$ cat config.mk
export PLATFORM = sky130hd
export DESIGN_NAME = cd_scsi_initiator
export DESIGN_NICKNAME = d
export VERILOG_FILES = /design/src/rtl/cd_scsi_initiator.sv
export SDC_FILE = /design/constraint.sdc
export NUM_CORES = 1
export LEC_CHECK = 0
export CAP_MARGIN = 20
export CORE_UTILIZATION = 57
export CTS_CLUSTER_SIZE = 10
export DETAILED_ROUTE_END_ITERATION = 10
export PLACE_DENSITY = 0.79
export SLEW_MARGIN = 15
export SYNTH_ARGS = -nofsm -noshare
export SYNTH_HDL_FRONTEND = slang
export SYNTH_SLANG_ARGS = --single-unit
$ cat constraint.sdc
create_clock -name i_Clk -period 4.3 [get_ports i_Clk]
set_input_delay 0.86 -clock i_Clk [delete_from_list [all_inputs] [get_ports i_Clk]]
set_output_delay 0.86 -clock i_Clk [all_outputs]
set_load 0.01 [all_outputs]
$ cat src/rtl/cd_scsi_initiator.sv
// SCSI-style initiator: select, follow target phase, move each byte under a REQ/ACK interlock.
// Data-in waits on i_RdReady before ACK; define CD_SEL_TIMEOUT_EN to abandon selection after SEL_TIMEOUT cycles.
module cd_scsi_initiator #(
    parameter int CMD_DEPTH   = 16,
    parameter int ACK_HOLD    = 2,
    parameter int SEL_TIMEOUT = 1024
) (
    input  logic       i_Clk,
    input  logic       i_Rst_n,
    input  logic [7:0] i_CDStatus,
    input  logic [7:0] i_TgtData,
    output logic [7:0] o_InitData,
    output logic       o_SEL,
    output logic       o_ACK,
    input  logic       i_CmdWrEn,
    input  logic [7:0] i_CmdWrData,
    input  logic       i_Start,
    output logic [7:0] o_RdData,
    output logic       o_RdValid,
    input  logic       i_RdReady,
    output logic [7:0] o_StatusByte,
    output logic [7:0] o_MsgByte,
    output logic [7:0] o_Phase,
    output logic       o_Busy,
    output logic       o_Done,
    output logic       o_Error
);
    localparam int PW = $clog2(CMD_DEPTH + 1);
    localparam int IW = (CMD_DEPTH > 1) ? $clog2(CMD_DEPTH) : 1;
    localparam int AW = (ACK_HOLD > 1) ? $clog2(ACK_HOLD) : 1;
    localparam logic [PW-1:0] DEPTH_P  = PW'(CMD_DEPTH);
    localparam logic [AW-1:0] ACK_LAST = AW'(ACK_HOLD - 1);

    typedef enum logic [2:0] {
        S_IDLE, S_SELECT, S_WAIT_REQ, S_XFER, S_ACK_HI, S_WAIT_REQ_LO, S_DONE
    } state_t;

    logic       bsy, req;
    logic [2:0] ph_bits;
    logic       unused_status;
    assign bsy           = i_CDStatus[7];
    assign req           = i_CDStatus[6];
    assign ph_bits       = i_CDStatus[5:3];
    assign unused_status = ^i_CDStatus[2:0];

    state_t          state_q, state_d;
    logic [7:0]      cmd_mem_q [CMD_DEPTH];
    logic [7:0]      cmd_mem_d [CMD_DEPTH];
    logic [PW-1:0]   wptr_q, wptr_d, len_q, len_d, idx_q, idx_d;
    logic [2:0]      xph_q, xph_d;
    logic [AW-1:0]   ack_cnt_q, ack_cnt_d;
    logic            msg_seen_q, msg_seen_d;
    logic            sel_q, sel_d, ack_q, ack_d, busy_q, busy_d, done_q, done_d, error_q, error_d;
    logic            rd_valid_q, rd_valid_d;
    logic [7:0]      init_data_q, init_data_d, rd_data_q, rd_data_d;
    logic [7:0]      status_q, status_d, msg_q, msg_d, phase_q, phase_d;
    logic            go_ack;
`ifdef CD_SEL_TIMEOUT_EN
    localparam int TW = (SEL_TIMEOUT > 1) ? $clog2(SEL_TIMEOUT) : 1;
    localparam logic [TW-1:0] TO_LAST = TW'(SEL_TIMEOUT - 1);
    logic [TW-1:0] sel_cnt_q, sel_cnt_d;
`else
    localparam int unused_sel_timeout = SEL_TIMEOUT;
`endif

    function automatic logic [7:0] decode_phase(input logic [2:0] p);
        case (p)
            3'b000:  return 8'h04;
            3'b001:  return 8'h02;
            3'b010:  return 8'h01;
            3'b011:  return 8'h08;
            3'b111:  return 8'h10;
            3'b110:  return 8'h20;
            default: return 8'h00;
        endcase
    endfunction

    always_comb begin
        state_d     = state_q;
        cmd_mem_d   = cmd_mem_q;
        wptr_d      = wptr_q;
        len_d       = len_q;
        idx_d       = idx_q;
        xph_d       = xph_q;
        ack_cnt_d   = ack_cnt_q;
        msg_seen_d  = msg_seen_q;
        sel_d       = sel_q;
        ack_d       = ack_q;
        busy_d      = busy_q;
        done_d      = 1'b0;
        error_d     = error_q;
        rd_valid_d  = rd_valid_q;
        init_data_d = init_data_q;
        rd_data_d   = rd_data_q;
        status_d    = status_q;
        msg_d       = msg_q;
        phase_d     = bsy ? decode_phase(ph_bits) : 8'h00;
        go_ack      = 1'b0;
`ifdef CD_SEL_TIMEOUT_EN
        sel_cnt_d   = sel_cnt_q;
`endif
        case (state_q)
            S_IDLE: begin
                if (i_CmdWrEn) begin
                    if (wptr_q < DEPTH_P) begin
                        cmd_mem_d[wptr_q[IW-1:0]] = i_CmdWrData;
                        wptr_d = wptr_q + PW'(1);
                    end else begin
                        error_d = 1'b1;
                    end
                end
                if (i_Start) begin
                    error_d = (wptr_q == '0);
                    if (wptr_q != '0) begin
                        len_d      = wptr_q;
                        idx_d      = '0;
                        msg_seen_d = 1'b0;
                        sel_d      = 1'b1;
                        busy_d     = 1'b1;
                        state_d    = S_SELECT;
`ifdef CD_SEL_TIMEOUT_EN
                        sel_cnt_d  = '0;
`endif
                    end
                end
            end
            S_SELECT: begin
                if (bsy) begin
                    sel_d   = 1'b0;
                    state_d = S_WAIT_REQ;
                end
`ifdef CD_SEL_TIMEOUT_EN
                else if (sel_cnt_q == TO_LAST) begin
                    error_d = 1'b1;
                    state_d = S_DONE;
                end else begin
                    sel_cnt_d = sel_cnt_q + TW'(1);
                end
`endif
            end
            S_WAIT_REQ: begin
                if (!bsy) begin
                    // Bus-free is only a clean finish once the message-in byte has arrived.
                    error_d = error_q | ~msg_seen_q;
                    state_d = S_DONE;
                end else if (req) begin
                    xph_d   = ph_bits;
                    state_d = S_XFER;
                end
            end
            S_XFER: begin
                if (!bsy) begin
                    error_d = 1'b1;
                    state_d = S_DONE;
                end else begin
                    case (xph_q)
                        3'b010: begin
                            go_ack = 1'b1;
                            if (idx_q < len_q) begin
                                init_data_d = cmd_mem_q[idx_q[IW-1:0]];
                            end else begin
                                init_data_d = 8'h00;
                                error_d     = 1'b1;
                            end
                        end
                        3'b001: begin
                            if (!rd_valid_q) begin
                                rd_data_d  = i_TgtData;
                                rd_valid_d = 1'b1;
                            end else if (i_RdReady) begin
                                rd_valid_d = 1'b0;
                                go_ack     = 1'b1;
                            end
                        end
                        3'b011: begin
                            status_d = i_TgtData;
                            go_ack   = 1'b1;
                        end
                        3'b111: begin
                            msg_d      = i_TgtData;
                            msg_seen_d = 1'b1;
                            go_ack     = 1'b1;
                        end
                        default: begin
                            init_data_d = 8'h00;
                            error_d     = 1'b1;
                            go_ack      = 1'b1;
                        end
                    endcase
                    if (go_ack) begin
                        ack_d     = 1'b1;
                        ack_cnt_d = '0;
                        state_d   = S_ACK_HI;
                    end
                end
            end
            S_ACK_HI: begin
                if (!bsy) begin
                    error_d = 1'b1;
                    state_d = S_DONE;
                end else if (ack_cnt_q < ACK_LAST) begin
                    ack_cnt_d = ack_cnt_q + AW'(1);
                end else if (!req) begin
                    ack_d   = 1'b0;
                    state_d = S_WAIT_REQ_LO;
                end
            end
            S_WAIT_REQ_LO: begin
                if (xph_q == 3'b010 && idx_q < len_q) idx_d = idx_q + PW'(1);
                state_d = S_WAIT_REQ;
            end
            default: state_d = S_IDLE;
        endcase
        // Every path into DONE releases the bus and raises the completion pulse.
        if (state_d == S_DONE) begin
            done_d     = 1'b1;
            busy_d     = 1'b0;
            sel_d      = 1'b0;
            ack_d      = 1'b0;
            rd_valid_d = 1'b0;
            wptr_d     = '0;
        end
    end

    always_ff @(posedge i_Clk or negedge i_Rst_n) begin
        if (!i_Rst_n) begin
            state_q     <= S_IDLE;
            cmd_mem_q   <= '{default: '0};
            wptr_q      <= '0;
            len_q       <= '0;
            idx_q       <= '0;
            xph_q       <= '0;
            ack_cnt_q   <= '0;
            msg_seen_q  <= 1'b0;
            sel_q       <= 1'b0;
            ack_q       <= 1'b0;
            busy_q      <= 1'b0;
            done_q      <= 1'b0;
            error_q     <= 1'b0;
            rd_valid_q  <= 1'b0;
            init_data_q <= '0;
            rd_data_q   <= '0;
            status_q    <= '0;
            msg_q       <= '0;
            phase_q     <= '0;
`ifdef CD_SEL_TIMEOUT_EN
            sel_cnt_q   <= '0;
`endif
        end else begin
            state_q     <= state_d;
            cmd_mem_q   <= cmd_mem_d;
            wptr_q      <= wptr_d;
            len_q       <= len_d;
            idx_q       <= idx_d;
            xph_q       <= xph_d;
            ack_cnt_q   <= ack_cnt_d;
            msg_seen_q  <= msg_seen_d;
            sel_q       <= sel_d;
            ack_q       <= ack_d;
            busy_q      <= busy_d;
            done_q      <= done_d;
            error_q     <= error_d;
            rd_valid_q  <= rd_valid_d;
            init_data_q <= init_data_d;
            rd_data_q   <= rd_data_d;
            status_q    <= status_d;
            msg_q       <= msg_d;
            phase_q     <= phase_d;
`ifdef CD_SEL_TIMEOUT_EN
            sel_cnt_q   <= sel_cnt_d;
`endif
        end
    end

    assign o_InitData   = init_data_q;
    assign o_SEL        = sel_q;
    assign o_ACK        = ack_q;
    assign o_RdData     = rd_data_q;
    assign o_RdValid    = rd_valid_q;
    assign o_StatusByte = status_q;
    assign o_MsgByte    = msg_q;
    assign o_Phase      = phase_q;
    assign o_Busy       = busy_q;
    assign o_Done       = done_q;
    assign o_Error      = error_q;
endmodule

==> run_results.csv <==
group,metric,value,unit
floorplan,placementRows,45,
status,outcome,"finished, final reports clean",
detailed_routing,final_antenna_net_count,0,
final_layout,antenna_cells,0,
detailed_routing,drtPass1Iterations,5,
synthesis,synthesis.area,8930,um^2
clock_network,ctsHoldBuffers,0,
timing,worst_clock_skew,0.00705,ns
timing,drv_slew,0,
synthesis,synth_top_area_share,54.6,%
timing,hold_ws,0.428,ns
global_routing,gr-total-overflow,0,
clock_network,cts_tree,"built",
synthesis,synth.yosys.seq_area_share,54.6,%
detailed_routing,wire_per_inst,20.0,um
timing,rsz0062_at_grt,"false",
clock_network,clk_pin_slew,0.07,ns
floorplan,die_x,127,um
timing,hold_violations,0,
timing,max_slew_margin,39.6,%
synthesis,yosys_warnings,0,
hold_path,hp-class,"in2async",
pwr,total_leakage_power,4.64,nW
place,placed_cells,940,
synthesis,synth_common_cells,"195 x dfrtp_1, 151 x mux2_2, 66 x mux2i_1",
detailed_routing,viasPerCell,5.90,
synthesis,async_reset_ff_share,100,%
worst_setup_path,startpoint_type,"input port",
timing,setup_viol,0,
timing,layout_min_cycle_time,2.62,ns
place,placed_area,9760,um^2
clock_network,root_buffer,"clkbuf_16",
synthesis,synthTopCellsByArea,"dfrtp_1 55%, mux2_2 19%, mux2i_1 7.4%",
final_layout,fin_area,10400,um^2
place,dp_slack,1.25,ns
worst_setup_path,rrSetupSlack,1.82,ns
final_layout,utilization,67.8,%
synthesis,synth_edf_count,0,
synthesis,syn_inst,692,
place,dpl.hpwl,12900,um
global_routing,grtUsageTotal,25.8,%
synthesis,synth_largest_area_cell,"dfrtp_1",
worst_setup_path,cp_max_fo,10,
clock_network,cts_buffers,17,
worst_setup_path,crit_type,"in2reg",
final_layout,syn2layout_area_growth,15.9,%
place,gp_congestion,0.820,
job,max-cap-violations,0,
synthesis,netlist-cell-type-count,51,
detailed_routing,vias,5726,
floorplan,die_height,127,um
timing,fin_tns_setup,0,ns
global_routing,grt_max_degree,76,
clock_network,cts_num_sinks,195,
pwr,power.total,5.83,mW
final_layout,nets,786,
final_layout,drive_gt1_share,27.5,%
clock_network,h-tree-depth,4,
timing,period_share,61.0,%
timing,worst_pin_slew,0.901,ns
place,numPortBuffers,69,
worst_setup_path,crit_arrival,2.93,ns
worst_setup_path,worst-endpoint-required,4.61,ns
timing,fmax,381,MHz
global_routing,antenna_found_initial,0,
global_routing,grt_pass1_vias,6019,
clock_network,insertion_delay,0.43,ns
detailed_routing,drc,0,
worst_setup_path,endpoint_kind,"flop",
clock_network,ctsResizeCount,0,
clock_network,cts_setup_buffers,0,
global_routing,grt_pass1_wl,31700,um
synthesis,ys_seq_elements,195,
clock_network,cts_buffer_depth,2,
floorplan,core,15300,um^2
detailed_routing,wl,19400,um
floorplan,io_pins,75,
pwr,power_density,564,nW/um^2
floorplan,die-area,16200,um^2
pwr,ir_drop,0.268,mV
detailed_routing,drt-initial-drc-count,323,
synthesis,yosysMostFrequentCell,"dfrtp_1",
final_layout,fin_cells,970,
synthesis,syn_avg_cell_area,12.9,um^2
synthesis,synth_ff_type,"dfrtp_1",
floorplan,initial_core_util,58.5,%
timing,layout_setup_ws,1.68,ns
routing by layer:
| metal | wire [um] | vias to the layer above | GRT usage [%] |
|---|---|---|---|
| li1 | - | 2601 | - |
| met1 | 8520 | 2975 | 35.0 |
| met2 | 9780 | 134 | 42.9 |
| met3 | 909 | 16 | 4.82 |
| met4 | 230 | 0 | 7.35 |
| met5 | 0 | - | 0 |
cells in the final DEF (no fill, tap or decap), types with 6 or more instances in the layout:
master / synthesis / routed
nand2_2: 7 / 7
nand2_1: 35 / 35
mux2_2: 151 / 151
nor2_1: 35 / 35
o31ai_1: 11 / 11
inv_1: 9 / 9
nor3_1: 10 / 10
o22ai_1: 24 / 24
clkbuf_16: 0 / 17
mux2i_1: 66 / 66
a21oi_1: 12 / 12
clkdlybuf4s50_1: 0 / 68
ha_1: 9 / 9
a211oi_1: 6 / 6
nand2b_1: 9 / 9
o21ai_0: 10 / 10
nor4_1: 7 / 7
dfrtp_1: 195 / 194
path summary, 6_finish.rpt:
| path | start | endpoint | depth (start not counted) |
|---|---|---|---|
| min in group i_Clk | msg_seen_q | msg_seen_q | 1 |
| max in group asynchronous | i_Rst_n | idx_q[0] | 2 |
| max reg2reg | idx_q[0] | o_InitData[3] | 5 |
| max | i_CDStatus[7] | o_RdData[3] | 4 |
| min | i_Rst_n | cmd_mem_q[115] | 1 |
| min reg2reg | msg_seen_q | msg_seen_q | 1 |
critical path: stages:
cell and delay [ns]:
clkdlybuf4s50_1 0.73, nand3_2 0.29, nor4_4 0.62, mux2_2 0.41
report_power, final:
part / total, mW / switching, mW / internal [mW] / leakage (nW)
combinational: 1.64 / 0.808 / 0.832 / 1.71
sequential: 2.61 / 0.388 / 2.22 / 2.65
clock: 1.58 / 0.646 / 0.938 / 0.281
total: 5.83 / 1.84 / 3.99 / 4.64
kinds of logic after synthesis:
logic type                 share of synthesized area [%]
adders and majority gates                           1.26
other                                             0.0420
xor gates and xnor gates                           0.588
AOI/OAI and AO/OA                                   5.39
muxes                                               26.9
buffers and inverters                               2.32
DFF                                                 54.6
and+or+nand+nor                                     8.84
state kept, by name (all words and copies together) (netlist names), 3 cells and up:
register	flops
len_q	5
state_q	3
cmd_mem_q	128
idx_q	5
o_RdData	8
o_Phase	6
o_StatusByte	8
xph_q	3
o_MsgByte	8
o_InitData	8
wptr_q	5
final cells by class:
class / instances / area [um^2]
tap: 211 / 264
multi-input combinational: 451 / 3850
clock inverter: 9 / 131
clock buffer: 21 / 460
timing repair buffer: 73 / 724
inverter: 10 / 37.5
sequential: 195 / 4880
fill: 1090 / 4910
Power figures use the tool's default switching activity.
